## src/rtl/mainfsm_stall_if.sv

```systemverilog
// Control bundle between the instruction decoder and the main control FSM.
// master: decoder/memory side, drives the decode fields and MemReady.
// slave:  mainfsm_stall, drives the datapath controls and debug/perf outputs.
interface mainfsm_stall_if #(
    parameter int CNT_W = 32
);
    // Decode and memory handshake inputs to the FSM
    logic [1:0]       Op;
    logic [5:0]       Funct;
    logic             Flag_64b;
    logic             MemReady;

    // Datapath controls
    logic             IRWrite;
    logic             AdrSrc;
    logic             NextPC;
    logic             RegW;
    logic             MemW;
    logic             Branch;
    logic             ALUOp;
    logic             Src_64b;
    logic             FpuW;
    logic [1:0]       ALUSrcA;
    logic [1:0]       ALUSrcB;
    logic [1:0]       ResultSrc;

    // Debug and performance outputs
    logic [3:0]       State;
    logic [CNT_W-1:0] RetireCnt;
    logic [CNT_W-1:0] StallCnt;

    modport master (
        output Op, Funct, Flag_64b, MemReady,
        input  IRWrite, AdrSrc, NextPC, RegW, MemW, Branch, ALUOp, Src_64b, FpuW,
        input  ALUSrcA, ALUSrcB, ResultSrc, State, RetireCnt, StallCnt
    );

    modport slave (
        input  Op, Funct, Flag_64b, MemReady,
        output IRWrite, AdrSrc, NextPC, RegW, MemW, Branch, ALUOp, Src_64b, FpuW,
        output ALUSrcA, ALUSrcB, ResultSrc, State, RetireCnt, StallCnt
    );
endinterface

```

## src/rtl/mainfsm_stall.sv

```systemverilog
// Multicycle ARM main control FSM with memory ready stalls, multi-cycle FPU
// execute and optional two-cycle 64-bit writeback.
// Optional feature: define MAINFSM_PERF_EN to build the retire/stall counters;
// otherwise RetireCnt and StallCnt are tied to 0.
module mainfsm_stall #(
    parameter int FPU_LAT    = 4,
    parameter int WB64_SPLIT = 1,
    parameter int CNT_W      = 32
) (
    input  logic           clk,
    input  logic           reset,
    mainfsm_stall_if.slave bus
);
    localparam logic [3:0] S_FETCH    = 4'd0;
    localparam logic [3:0] S_DECODE   = 4'd1;
    localparam logic [3:0] S_MEMADR   = 4'd2;
    localparam logic [3:0] S_MEMRD    = 4'd3;
    localparam logic [3:0] S_MEMWB    = 4'd4;
    localparam logic [3:0] S_MEMWR    = 4'd5;
    localparam logic [3:0] S_EXECUTER = 4'd6;
    localparam logic [3:0] S_EXECUTEI = 4'd7;
    localparam logic [3:0] S_ALUWB    = 4'd8;
    localparam logic [3:0] S_BRANCH   = 4'd9;
    localparam logic [3:0] S_EXECUTEF = 4'd11;
    localparam logic [3:0] S_FPUWB    = 4'd12;
    localparam logic [3:0] S_ALUWB64  = 4'd13;

    localparam logic [3:0] FPU_LOAD = 4'(FPU_LAT - 1);
    localparam bit         SPLIT    = (WB64_SPLIT != 0);

    logic [3:0] state_reg, state_next;
    logic [3:0] fpu_cnt_reg;
    logic       wide_q_reg;

    // Funct[4:1] carry no control meaning here
    logic unused_funct;
    assign unused_funct = ^bus.Funct[4:1];

    // State register
    always_ff @(posedge clk) begin
        if (reset) state_reg <= S_FETCH;
        else       state_reg <= state_next;
    end

    // FPU latency down-counter and 64-bit result flag
    always_ff @(posedge clk) begin
        if (reset) begin
            fpu_cnt_reg <= 4'd0;
            wide_q_reg  <= 1'b0;
        end else begin
            if (state_reg == S_DECODE && state_next == S_EXECUTEF)
                fpu_cnt_reg <= FPU_LOAD;
            else if (state_reg == S_EXECUTEF && fpu_cnt_reg != 4'd0)
                fpu_cnt_reg <= fpu_cnt_reg - 4'd1;
            if (state_reg == S_EXECUTER || state_reg == S_EXECUTEI)
                wide_q_reg <= bus.Flag_64b;
        end
    end

    // Next-state logic
    always_comb begin
        state_next = S_FETCH;
        case (state_reg)
            S_FETCH:  state_next = bus.MemReady ? S_DECODE : S_FETCH;
            S_DECODE: begin
                case (bus.Op)
                    2'b00:   state_next = bus.Funct[5] ? S_EXECUTEI : S_EXECUTER;
                    2'b01:   state_next = S_MEMADR;
                    2'b10:   state_next = S_BRANCH;
                    default: state_next = S_EXECUTEF;
                endcase
            end
            S_MEMADR:   state_next = bus.Funct[0] ? S_MEMRD : S_MEMWR;
            S_MEMRD:    state_next = bus.MemReady ? S_MEMWB : S_MEMRD;
            S_MEMWR:    state_next = bus.MemReady ? S_FETCH : S_MEMWR;
            S_EXECUTER,
            S_EXECUTEI: state_next = (!SPLIT && bus.Flag_64b) ? S_ALUWB64 : S_ALUWB;
            S_ALUWB:    state_next = (SPLIT && wide_q_reg) ? S_ALUWB64 : S_FETCH;
            S_EXECUTEF: state_next = (fpu_cnt_reg == 4'd0) ? S_FPUWB : S_EXECUTEF;
            default:    state_next = S_FETCH;
        endcase
    end

    // Output decode from current state (and MemReady in FETCH)
    always_comb begin
        bus.IRWrite   = 1'b0;
        bus.AdrSrc    = 1'b0;
        bus.NextPC    = 1'b0;
        bus.RegW      = 1'b0;
        bus.MemW      = 1'b0;
        bus.Branch    = 1'b0;
        bus.ALUOp     = 1'b0;
        bus.Src_64b   = 1'b0;
        bus.FpuW      = 1'b0;
        bus.ALUSrcA   = 2'b00;
        bus.ALUSrcB   = 2'b00;
        bus.ResultSrc = 2'b00;
        bus.State     = state_reg;
        case (state_reg)
            S_FETCH: begin
                bus.IRWrite   = bus.MemReady;
                bus.NextPC    = bus.MemReady;
                bus.ResultSrc = 2'b10;
                bus.ALUSrcA   = 2'b01;
                bus.ALUSrcB   = 2'b10;
            end
            S_DECODE: begin
                bus.ResultSrc = 2'b10;
                bus.ALUSrcA   = 2'b01;
                bus.ALUSrcB   = 2'b10;
            end
            S_EXECUTER: bus.ALUOp = 1'b1;
            S_EXECUTEI: begin
                bus.ALUOp   = 1'b1;
                bus.ALUSrcB = 2'b01;
            end
            S_MEMADR: bus.ALUSrcB = 2'b01;
            S_MEMRD:  bus.AdrSrc  = 1'b1;
            S_MEMWR: begin
                bus.AdrSrc = 1'b1;
                bus.MemW   = 1'b1;
            end
            S_MEMWB: begin
                bus.RegW      = 1'b1;
                bus.ResultSrc = 2'b01;
            end
            S_ALUWB:   bus.RegW = 1'b1;
            S_ALUWB64: begin
                bus.RegW    = 1'b1;
                bus.Src_64b = 1'b1;
            end
            S_BRANCH: begin
                bus.Branch    = 1'b1;
                bus.ResultSrc = 2'b10;
                bus.ALUSrcB   = 2'b01;
            end
            S_FPUWB: bus.FpuW = 1'b1;
            default: ;
        endcase
    end

`ifdef MAINFSM_PERF_EN
    logic [CNT_W-1:0] retire_cnt_reg;
    logic [CNT_W-1:0] stall_cnt_reg;
    logic             retire_evt;
    logic             stall_evt;

    // An instruction retires when a final state hands back to FETCH
    always_comb begin
        retire_evt = 1'b0;
        if (state_next == S_FETCH) begin
            case (state_reg)
                S_MEMWB, S_MEMWR, S_ALUWB, S_ALUWB64, S_FPUWB, S_BRANCH: retire_evt = 1'b1;
                default: retire_evt = 1'b0;
            endcase
        end
        stall_evt = !bus.MemReady &&
                    (state_reg == S_FETCH || state_reg == S_MEMRD || state_reg == S_MEMWR);
    end

    // Free-running counters, wrapping at 2^CNT_W
    always_ff @(posedge clk) begin
        if (reset) begin
            retire_cnt_reg <= '0;
            stall_cnt_reg  <= '0;
        end else begin
            if (retire_evt) retire_cnt_reg <= retire_cnt_reg + 1'b1;
            if (stall_evt)  stall_cnt_reg  <= stall_cnt_reg + 1'b1;
        end
    end

    assign bus.RetireCnt = retire_cnt_reg;
    assign bus.StallCnt  = stall_cnt_reg;
`else
    assign bus.RetireCnt = '0;
    assign bus.StallCnt  = '0;
`endif
endmodule
```

## src/flat_wrapper.sv

```systemverilog
// flat-port wrapper written by rule: the top's interface ports become plain ports
module mainfsm_stall_flat 
#(
    parameter int FPU_LAT    = 4,
    parameter int WB64_SPLIT = 1,
    parameter int CNT_W      = 32
)
  (clk, reset, bus_Op, bus_Funct, bus_Flag_64b, bus_MemReady, bus_IRWrite, bus_AdrSrc, bus_NextPC, bus_RegW, bus_MemW, bus_Branch, bus_ALUOp, bus_Src_64b, bus_FpuW, bus_ALUSrcA, bus_ALUSrcB, bus_ResultSrc, bus_State, bus_RetireCnt, bus_StallCnt);
  mainfsm_stall_if #(.CNT_W(CNT_W)) bus_i ();
  input  logic clk;
  input  logic reset;
  input wire logic [$bits(bus_i.Op)-1:0] bus_Op;
  input wire logic [$bits(bus_i.Funct)-1:0] bus_Funct;
  input wire logic [$bits(bus_i.Flag_64b)-1:0] bus_Flag_64b;
  input wire logic [$bits(bus_i.MemReady)-1:0] bus_MemReady;
  output wire logic [$bits(bus_i.IRWrite)-1:0] bus_IRWrite;
  output wire logic [$bits(bus_i.AdrSrc)-1:0] bus_AdrSrc;
  output wire logic [$bits(bus_i.NextPC)-1:0] bus_NextPC;
  output wire logic [$bits(bus_i.RegW)-1:0] bus_RegW;
  output wire logic [$bits(bus_i.MemW)-1:0] bus_MemW;
  output wire logic [$bits(bus_i.Branch)-1:0] bus_Branch;
  output wire logic [$bits(bus_i.ALUOp)-1:0] bus_ALUOp;
  output wire logic [$bits(bus_i.Src_64b)-1:0] bus_Src_64b;
  output wire logic [$bits(bus_i.FpuW)-1:0] bus_FpuW;
  output wire logic [$bits(bus_i.ALUSrcA)-1:0] bus_ALUSrcA;
  output wire logic [$bits(bus_i.ALUSrcB)-1:0] bus_ALUSrcB;
  output wire logic [$bits(bus_i.ResultSrc)-1:0] bus_ResultSrc;
  output wire logic [$bits(bus_i.State)-1:0] bus_State;
  output wire logic [$bits(bus_i.RetireCnt)-1:0] bus_RetireCnt;
  output wire logic [$bits(bus_i.StallCnt)-1:0] bus_StallCnt;
  assign bus_i.Op = bus_Op;
  assign bus_i.Funct = bus_Funct;
  assign bus_i.Flag_64b = bus_Flag_64b;
  assign bus_i.MemReady = bus_MemReady;
  assign bus_IRWrite = bus_i.IRWrite;
  assign bus_AdrSrc = bus_i.AdrSrc;
  assign bus_NextPC = bus_i.NextPC;
  assign bus_RegW = bus_i.RegW;
  assign bus_MemW = bus_i.MemW;
  assign bus_Branch = bus_i.Branch;
  assign bus_ALUOp = bus_i.ALUOp;
  assign bus_Src_64b = bus_i.Src_64b;
  assign bus_FpuW = bus_i.FpuW;
  assign bus_ALUSrcA = bus_i.ALUSrcA;
  assign bus_ALUSrcB = bus_i.ALUSrcB;
  assign bus_ResultSrc = bus_i.ResultSrc;
  assign bus_State = bus_i.State;
  assign bus_RetireCnt = bus_i.RetireCnt;
  assign bus_StallCnt = bus_i.StallCnt;
  mainfsm_stall #(.FPU_LAT(FPU_LAT), .WB64_SPLIT(WB64_SPLIT), .CNT_W(CNT_W)) u_core (.clk(clk), .reset(reset), .bus(bus_i));
endmodule
```

## config.mk

```make
export PLATFORM = sky130hd
export DESIGN_NAME = mainfsm_stall_flat
export DESIGN_NICKNAME = d
export VERILOG_FILES = /design/src/rtl/mainfsm_stall_if.sv /design/src/rtl/mainfsm_stall.sv /design/src/flat_wrapper.sv
export SDC_FILE = /design/constraint.sdc
export NUM_CORES = 1
export LEC_CHECK = 0
export CORE_UTILIZATION = 30
export CTS_CLUSTER_DIAMETER = 50
export DETAILED_ROUTE_END_ITERATION = 8
export MAX_ROUTING_LAYER = met4
export PLACE_DENSITY_LB_ADDON = 0.3
export SYNTH_ARGS = -nofsm -noshare
export SYNTH_HDL_FRONTEND = slang
export SYNTH_SLANG_ARGS = --single-unit
```

## constraint.sdc

```tcl
create_clock -name clk -period 4.3 [get_ports clk]
set_clock_uncertainty 0.1 [all_clocks]
set_input_delay 0.645 -clock clk [delete_from_list [all_inputs] [get_ports clk]]
set_output_delay 0.645 -clock clk [all_outputs]
set_load 0.005 [all_outputs]
```

* After elaboration in Yosys (flattened, before gate mapping) *
Cells that the tools add are included.
Widths: inputs -> output; s select.

operators by class
  reductions and logical operators = 15
  add/subtract/negate cells = 1
  equality and inequality tests = 15
  mux-type cells = 22

operator list
  kind                 count
  $pmux 4 s8           1
  $eq 4x4->1 const B   6
  $eq 4x3->1 const B   4
  $mux 3               4
  $pmux 4 s3           1
  $mux 1               11
  $reduce_or 3->1      3
  $eq 4x2->1 const B   2
  $logic_not 4->1      2
  $pmux 2 s2           2
  $reduce_or 2->1      4
  $eq 4x1->1 const B   1
  $mux 2               2
  $mux 4               1
  $reduce_bool 4->1    1
  $sub 4x1->4 const B  1
  $eq 2x1->1 const B   1
  $eq 2x2->1 const B   1
  $logic_and 1x1->1    2
  $logic_not 2->1      1
  $reduce_bool 2->1    1
  $logic_or 1x1->1     1

storage, ports and cells
  bits of input ports = 12
  register bits = 9
  output and inout port bits = 83

* Depth between registers and ports, before layout *
Gate-level depths: netlist (run 1).

  depth after elaboration = 6
  mapped depth = 6
  gate-level depth less buffers = 6

* Worst setup path after synthesis (run 1) *
No wires, ideal clock.

  path kind = reg-to-output
  from = register u_core.state_reg[2], in the netlist u_core.bus.State[2]
  to = output port bus_ALUSrcB[0]
  arrival = 1.140 ns
  stages on the path, launching flop included = 6
  slack = 2.415 ns
  cells stage by stage = dfxtp_1 -> nor2b_1 -> and2_0 -> clkbuf_1 -> o21bai_1 -> a21o_1

on the way
  word-level cells in the longest chain between the ends = 3
  elaborated cells on any way between the ends = 8
  those cells by class = 4 x eq/ne; 1 x mux; 3 x reduce/logical

RTL lines
  item                                                                 RTL line             source
  start: declaration                                                   mainfsm_stall.sv:31  logic [3:0] state_reg, state_next;
  start signal: assignment                                             mainfsm_stall.sv:42  else state_reg <= state_next;
  $eq 4x2->1 (tied with other cells)                                   mainfsm_stall.sv:99  case (state_reg)
  $reduce_or 3->1 (no line) / $reduce_or 2->1 (equally long branches)  --
  $pmux 2 s2 *                                                         mainfsm_stall.sv:99
  end: declaration                                                     flat_wrapper.sv:26   output wire logic [$bits(bus_i.ALUSrcB)-1:0] bus_ALUSrcB;

Every way passes the cells marked *; elsewhere a longest branch is shown, timed or not.

* Worst setup path after layout (run 1) *
  from = register u_core.state_reg[1], in the netlist u_core.bus.State[1]
  to = output port bus_ALUSrcB[0]

Same word-level chain as after synthesis.

==> results_dict.tcl, run 1 <==
set metrics [dict create \
    synthesis.area_um2 1290 \
    grt_max_degree 24 \
    design.die.area_um2 4570 \
    synth_top_area_cell "sky130_fd_sc_hd__buf_4" \
    setup_repair_after_global_routing_missed_its_margin "no" \
    synth-edff-count 0 \
    finish.cell_count_without_fillers 235 \
    antenna_cells_inserted 0 \
    die_height_um 67.6 \
    crit_arrival_ps 2170 \
    synth_ff_type "sky130_fd_sc_hd__dfxtp_1" \
    detail_route.first_pass.iterations 4 \
    timing.final.hold_violations 0 \
    grt_util_all_layers_pct 10.0 \
    die_x_um 67.6 \
    critical_path_peak_fanout 23 \
    timing_max_transition_violations_final 0 \
    postSynth.asyncResetShare_pct 0 \
    sequential_cell_area_um2 180 \
    port-buffer-count 25 \
    numCtsBuffers 3 \
    wl_mm 2.17 \
    report.power.total_uw 516 \
    holdWs_ps 456 \
    grt_first_pass_wirelength_mm 3.22 \
    boundaryPins 95 \
    outcome "finished clean" \
    max-vdd-ir-drop_mv 0.102 \
    antenna_violating_nets_post_route 0 \
    number_of_remaining_drc_errors 0 \
    fmax_ghz 0.344 \
    power_per_cell_area_nw_per_um2 386 \
    max_cap_viol_count 0 \
    clock_tree.root_cell "sky130_fd_sc_hd__clkbuf_8" \
    critical_path_buf_inv_count 1 \
    cp_data_required_time_ps 3560 \
    syn_avg_cell_area_um2 7.78 \
    cts_num_sinks 9 \
    post_cts_repair_timing_setup_buffer_count 0 \
    initial_core_util_pct 31.8 \
    fin_setup_tns_ps 0 \
    instance_count_after_placement_with_tap_cells_included 231 \
    multi_input_area_um2 778 \
    drt-initial-drc-count 28 \
    clock_tree.htree_level_count 1 \
    max_slew.worst_pin.slew_ps 756 \
    synthesis_warning_total 0 \
    layout_setup_ws_ps 1390 \
    core_area_um2 4060 \
    gr-total-overflow 0 \
    setup_viol 0 \
    critPathSlowestCell "sky130_fd_sc_hd__dfxtp_1" \
    postSynthRegisterBits 9 \
    timing.critical_path.slowest_cell_delay_ps 800 \
    finalNetCount 199 \
    worstSetupStartpointType "flip-flop" \
    min_period_ps 2910 \
    cts_tree "yes" \
    post-dp-hpwl_mm 1.74 \
    rd_place_congestion 0.750 \
    synth_cells 166 \
    vias_per_cell 3.99 \
    synthMostInstantiatedCell "sky130_fd_sc_hd__buf_4" \
    cts.clk_slew.worst_paths_ps 40 \
    cts_repair_resize_count 0 \
    critical_path.endpoint_type "primary output" \
    netlist-cell-type-count 47 \
    layout-drive-gt1-share_pct 5.41 \
    path_delay_family "flip-flops" \
    synth.top_cells.by_area "sky130_fd_sc_hd__buf_4, sky130_fd_sc_hd__dfxtp_1, sky130_fd_sc_hd__nor2_1" \
    synthDominantCellAreaShare_pct 39.5 \
    first_global_vias 699 \
    hp-class "flip-flop to flip-flop" \
    max_slew_margin_pct 49.6 \
    num-fill-cells 448 \
    initial_antenna_violation_count 0 \
    floorplan_row_count 23 \
    syn_to_final_growth_pct 3.68 \
    leakagePower_uw 0.000616 \
    critical_path_class "flip-flop to primary output" \
    cts_hold_buffers 0 \
    wl_per_instance_um 9.22 \
    synth-seq-area-share_pct 14.0 \
    detailedPlace.worstSlack_ps 1600 \
    layout_worst_path_cycle_share_pct 67.7 \
    cells_along_the_critical_path "and2_0 -> o21bai_1 -> a21o_1 -> clkdlybuf4s50_1" \
    clock_insertion_delay_worst_skew_ps 230 \
    max-clock-path-buffers 2 \
    top_cell_types_by_occurrence_after_synthesis "sky130_fd_sc_hd__buf_4, sky130_fd_sc_hd__nor2_1, sky130_fd_sc_hd__dfxtp_1" \
    vias 937 \
]
[layout by cell type (no fill, tap or decap), types with 2 or more instances in the layout]
master,count
sky130_fd_sc_hd__a211oi_1,2
sky130_fd_sc_hd__a21oi_1,4
sky130_fd_sc_hd__and2_1,2
sky130_fd_sc_hd__and3_1,2
sky130_fd_sc_hd__clkbuf_8,3
sky130_fd_sc_hd__clkdlybuf4s50_1,25
sky130_fd_sc_hd__conb_1,65
sky130_fd_sc_hd__dfxtp_1,9
sky130_fd_sc_hd__inv_1,6
sky130_fd_sc_hd__mux2i_1,2
sky130_fd_sc_hd__nand2_1,5
sky130_fd_sc_hd__nand2b_1,4
sky130_fd_sc_hd__nor2_1,11
sky130_fd_sc_hd__nor2b_1,5
sky130_fd_sc_hd__nor3_1,4
sky130_fd_sc_hd__o21ai_0,3
sky130_fd_sc_hd__o21bai_1,2
sky130_fd_sc_hd__or3_1,2
sky130_fd_sc_hd__xnor2_1,2
[power by group]
group,internal [µW],switching (µW)
Combinational,156,114
Sequential,97.8,51.6
Clock,64.5,32.4
[worst min-delay path, cell delays in order (launching register included)]
cell	delay [ps]
sky130_fd_sc_hd__dfxtp_1	330
sky130_fd_sc_hd__mux2i_1	130
sky130_fd_sc_hd__nor2_1	50
[logic make-up (layout without fill, tap and decap cells)]
family / after synthesis / count (layout) / share of synthesized area (%)
buffers and inverters: 80 / 35 / 44.4
and+or+nand+nor: 44 / 44 / 20.9
DFF: 9 / 9 / 14.0
other: 1 / 65 / 0.290
AOI/OAI and AO/OA: 25 / 25 / 15.0
muxes: 3 / 3 / 2.42
adders and majority gates: 1 / 1 / 0.969
xor gates and xnor gates: 3 / 3 / 2.04
[cell type report]
cell class	instances	area share (%)
multi-input combinational	141	58.1
inverter	6	1.68
timing repair buffer	25	18.7
sequential	9	13.5
tap	50	4.67
clock buffer	4	3.36
[final timing paths]
kind | from | to | slack (ps) | cells after the start
worst max register to register | u_core.bus.State[1]$_SDFF_PP0_ | u_core.fpu_cnt_reg[3]$_SDFFE_PP0P_ | 2240 | 4
worst min-delay path | u_core.wide_q_reg$_SDFFE_PP0P_ | u_core.wide_q_reg$_SDFFE_PP0P_ | 460 | 2
worst min register to register | u_core.wide_q_reg$_SDFFE_PP0P_ | u_core.wide_q_reg$_SDFFE_PP0P_ | 460 | 2
worst max-delay path | u_core.bus.State[1]$_SDFF_PP0_ | bus_ALUSrcB[0] | 1390 | 4
[metrics by stage]
step / util, % / instance area [µm²]
6_report: 33.0 / 1340
5_1_grt: 33.0 / 1340
4_1_cts: 33.0 / 1340
3_5_place_dp: 31.9 / 1290
3_3_place_gp: 31.9 / 1290
2_1_floorplan: - / 1530
[layer usage]
layer / vias to the layer above / part of all wire (%) / GRT usage [%] / wire (µm)
met5: - / 0 / - / 0
met4: 0 / 2.5 / 6.38 / 54
met2: 51 / 48 / 16.1 / 1040
met1: 418 / 43 / 11.3 / 931
met3: 4 / 6.6 / 1.69 / 142
li1: 464 / - / - / -
Note: power is estimated with default switching activity, not from simulation.
==> run 2, diff against run 1 <==
Clock period 4.3 ns to 2.8 ns, I/O delays scaled along.
==> results_dict.tcl, run 2 (synthesis gave the netlist of run 1 again) <==
set metrics [dict create \
    outcome "finished clean" \
    layout-drive-gt1-share_pct 7.41 \
    crit_arrival_ps 1890 \
    cts_repair_resize_count 0 \
    port-buffer-count 25 \
    grt_first_pass_wirelength_mm 3.48 \
    post_cts_repair_timing_setup_buffer_count 0 \
    sequential_cell_area_um2 180 \
    timing_max_transition_violations_final 0 \
    syn_to_final_growth_pct 6.01 \
    placement.cell_area_um2 1320 \
    worstSetupStartpointType "flip-flop" \
    finish.cell_count_without_fillers 239 \
    number_of_remaining_drc_errors 0 \
    num-fill-cells 438 \
    layout_worst_path_cycle_share_pct 86.1 \
    die_x_um 67.6 \
    min_period_ps 2410 \
    wl_mm 2.28 \
    reg2reg_depth 5 \
    hold-path-cell-count 2 \
    timing.rr.start "u_core.bus.State[0]$_SDFF_PP0_" \
    multi_input_area_um2 778 \
    worst_hold_path.endpoint "u_core.wide_q_reg$_SDFFE_PP0P_" \
    max-vdd-ir-drop_mv 0.134 \
    first_global_vias 756 \
    final_cell_area_um2 1370 \
    vias_per_cell 4.04 \
    power_per_cell_area_nw_per_um2 606 \
    cts_hold_buffers 0 \
    global_route.usage.met3_pct 1.18 \
    timing.final.hold_violations 0 \
    critical_path.endpoint_type "primary output" \
    vias 966 \
    numCtsBuffers 3 \
    critical_path_peak_fanout 11 \
    rd_place_congestion 0.750 \
    gr-total-overflow 0 \
    hp-class "flip-flop to flip-flop" \
    instance_count_after_placement_with_tap_cells_included 235 \
    drt-initial-drc-count 60 \
    grt_max_degree 15 \
    cp_data_required_time_ps 2280 \
    final_common_cell "sky130_fd_sc_hd__conb_1" \
    antenna_cells_inserted 0 \
    timing.reg2reg.setup_slack_ps 1000 \
    clock_tree.root_cell "sky130_fd_sc_hd__clkbuf_8" \
    gr-usage-met1_pct 13.1 \
    detailedPlace.worstSlack_ps 621 \
    post-dp-hpwl_mm 1.82 \
    groute.layer.met2.usage_pct 16.7 \
    cts_num_sinks 9 \
    leakagePower_uw 0.000638 \
    fin_setup_tns_ps 0 \
    grt_util_all_layers_pct 10.6 \
    initial_antenna_violation_count 0 \
    design.die.area_um2 4570 \
    fmax_ghz 0.415 \
    max-clock-path-buffers 2 \
    critical_path_class "flip-flop to primary output" \
    max_cap_viol_count 0 \
    core_area_um2 4060 \
    layout_common_cells "sky130_fd_sc_hd__conb_1, sky130_fd_sc_hd__clkdlybuf4s50_1, sky130_fd_sc_hd__nor2_1" \
    detail_route.first_pass.iterations 4 \
    finalNetCount 203 \
    wl_per_instance_um 9.54 \
    initial_core_util_pct 31.8 \
    layout_setup_ws_ps 390 \
    boundaryPins 95 \
    setup_repair_after_global_routing_missed_its_margin "no" \
    reg2reg_to "u_core.fpu_cnt_reg[1]$_SDFFE_PP0P_" \
    floorplan_row_count 23 \
    cts.clk_slew.worst_paths_ps 40 \
    timing.hold.worst.start "u_core.wide_q_reg$_SDFFE_PP0P_" \
    antenna_violating_nets_post_route 0 \
    cts_tree "yes" \
    clock_tree.htree_level_count 1 \
    clock_insertion_delay_worst_skew_ps 240 \
    busiest_layer "met2" \
    die_height_um 67.6 \
    setup_viol 0 \
]
==> run 2: changes by cell type in the layout (fill, tap and decap cells not counted), sizes merged <==
cell and delta:
buf +4
==> run 2: final cells by class <==
cell class | count | area share (%)
clock buffer | 4 | 3.29
inverter | 6 | 1.65
tap | 50 | 4.57
multi-input combinational | 141 | 56.9
timing repair buffer | 29 | 20.5
sequential | 9 | 13.2
==> run 2: how the worst max path moves through the flow <==
stage,from,endpoint,slack [ps],depth (start not counted)
5_1_grt,u_core.bus.State[1]$_SDFF_PP0_,bus_ALUSrcB[0],310,4
4_1_cts,u_core.bus.State[1]$_SDFF_PP0_,bus_ALUSrcB[0],380,4
2_1_floorplan,u_core.bus.State[2]$_SDFF_PP0_,bus_ALUSrcB[0],1140,5
6_report,u_core.bus.State[1]$_SDFF_PP0_,bus_ALUSrcB[0],390,4
3_5_place_dp,bus_MemReady,bus_NextPC,620,3
3_3_place_gp,u_core.bus.State[1]$_SDFF_PP0_,bus_ALUSrcB[0],630,4
==> run 2: per-stage QoR <==
| stage | power (µW) | hold slack (ps) | utilization, % |
|---|---|---|---|
| 2_1_floorplan | 563 | 375 | - |
| 3_3_place_gp | 676 | 431 | 32.6 |
| 3_5_place_dp | 677 | 450 | 32.6 |
| 4_1_cts | 835 | 460 | 33.7 |
| 5_1_grt | 903 | 509 | 33.7 |
| 6_report | 830 | 451 | 33.7 |
==> run 2: report_power, final <==
group / total (µW) / internal [µW] / switching, µW / leakage, µW
registers: 190 / 150 / 40.1 / 0.0000731
logic: 484 / 258 / 226 / 0.000542
clock network: 156 / 99.6 / 56.5 / 0.0000228
total: 830 / 507 / 323 / 0.000638
==> run 2: critical path, stage by stage, from the launching register on <==
cell and delay (ps):
sky130_fd_sc_hd__dfxtp_1 520, sky130_fd_sc_hd__and2_0 340, sky130_fd_sc_hd__o21bai_1 160, sky130_fd_sc_hd__a21o_1 130, sky130_fd_sc_hd__clkdlybuf4s50_1 490
==> run 2: routing by layer <==
metal  vias to the layer above  wire, µm
li1                        468         -
met1                       446      1040
met2                        49      1070
met3                         3       131
met4                         0        32
met5                         -         0
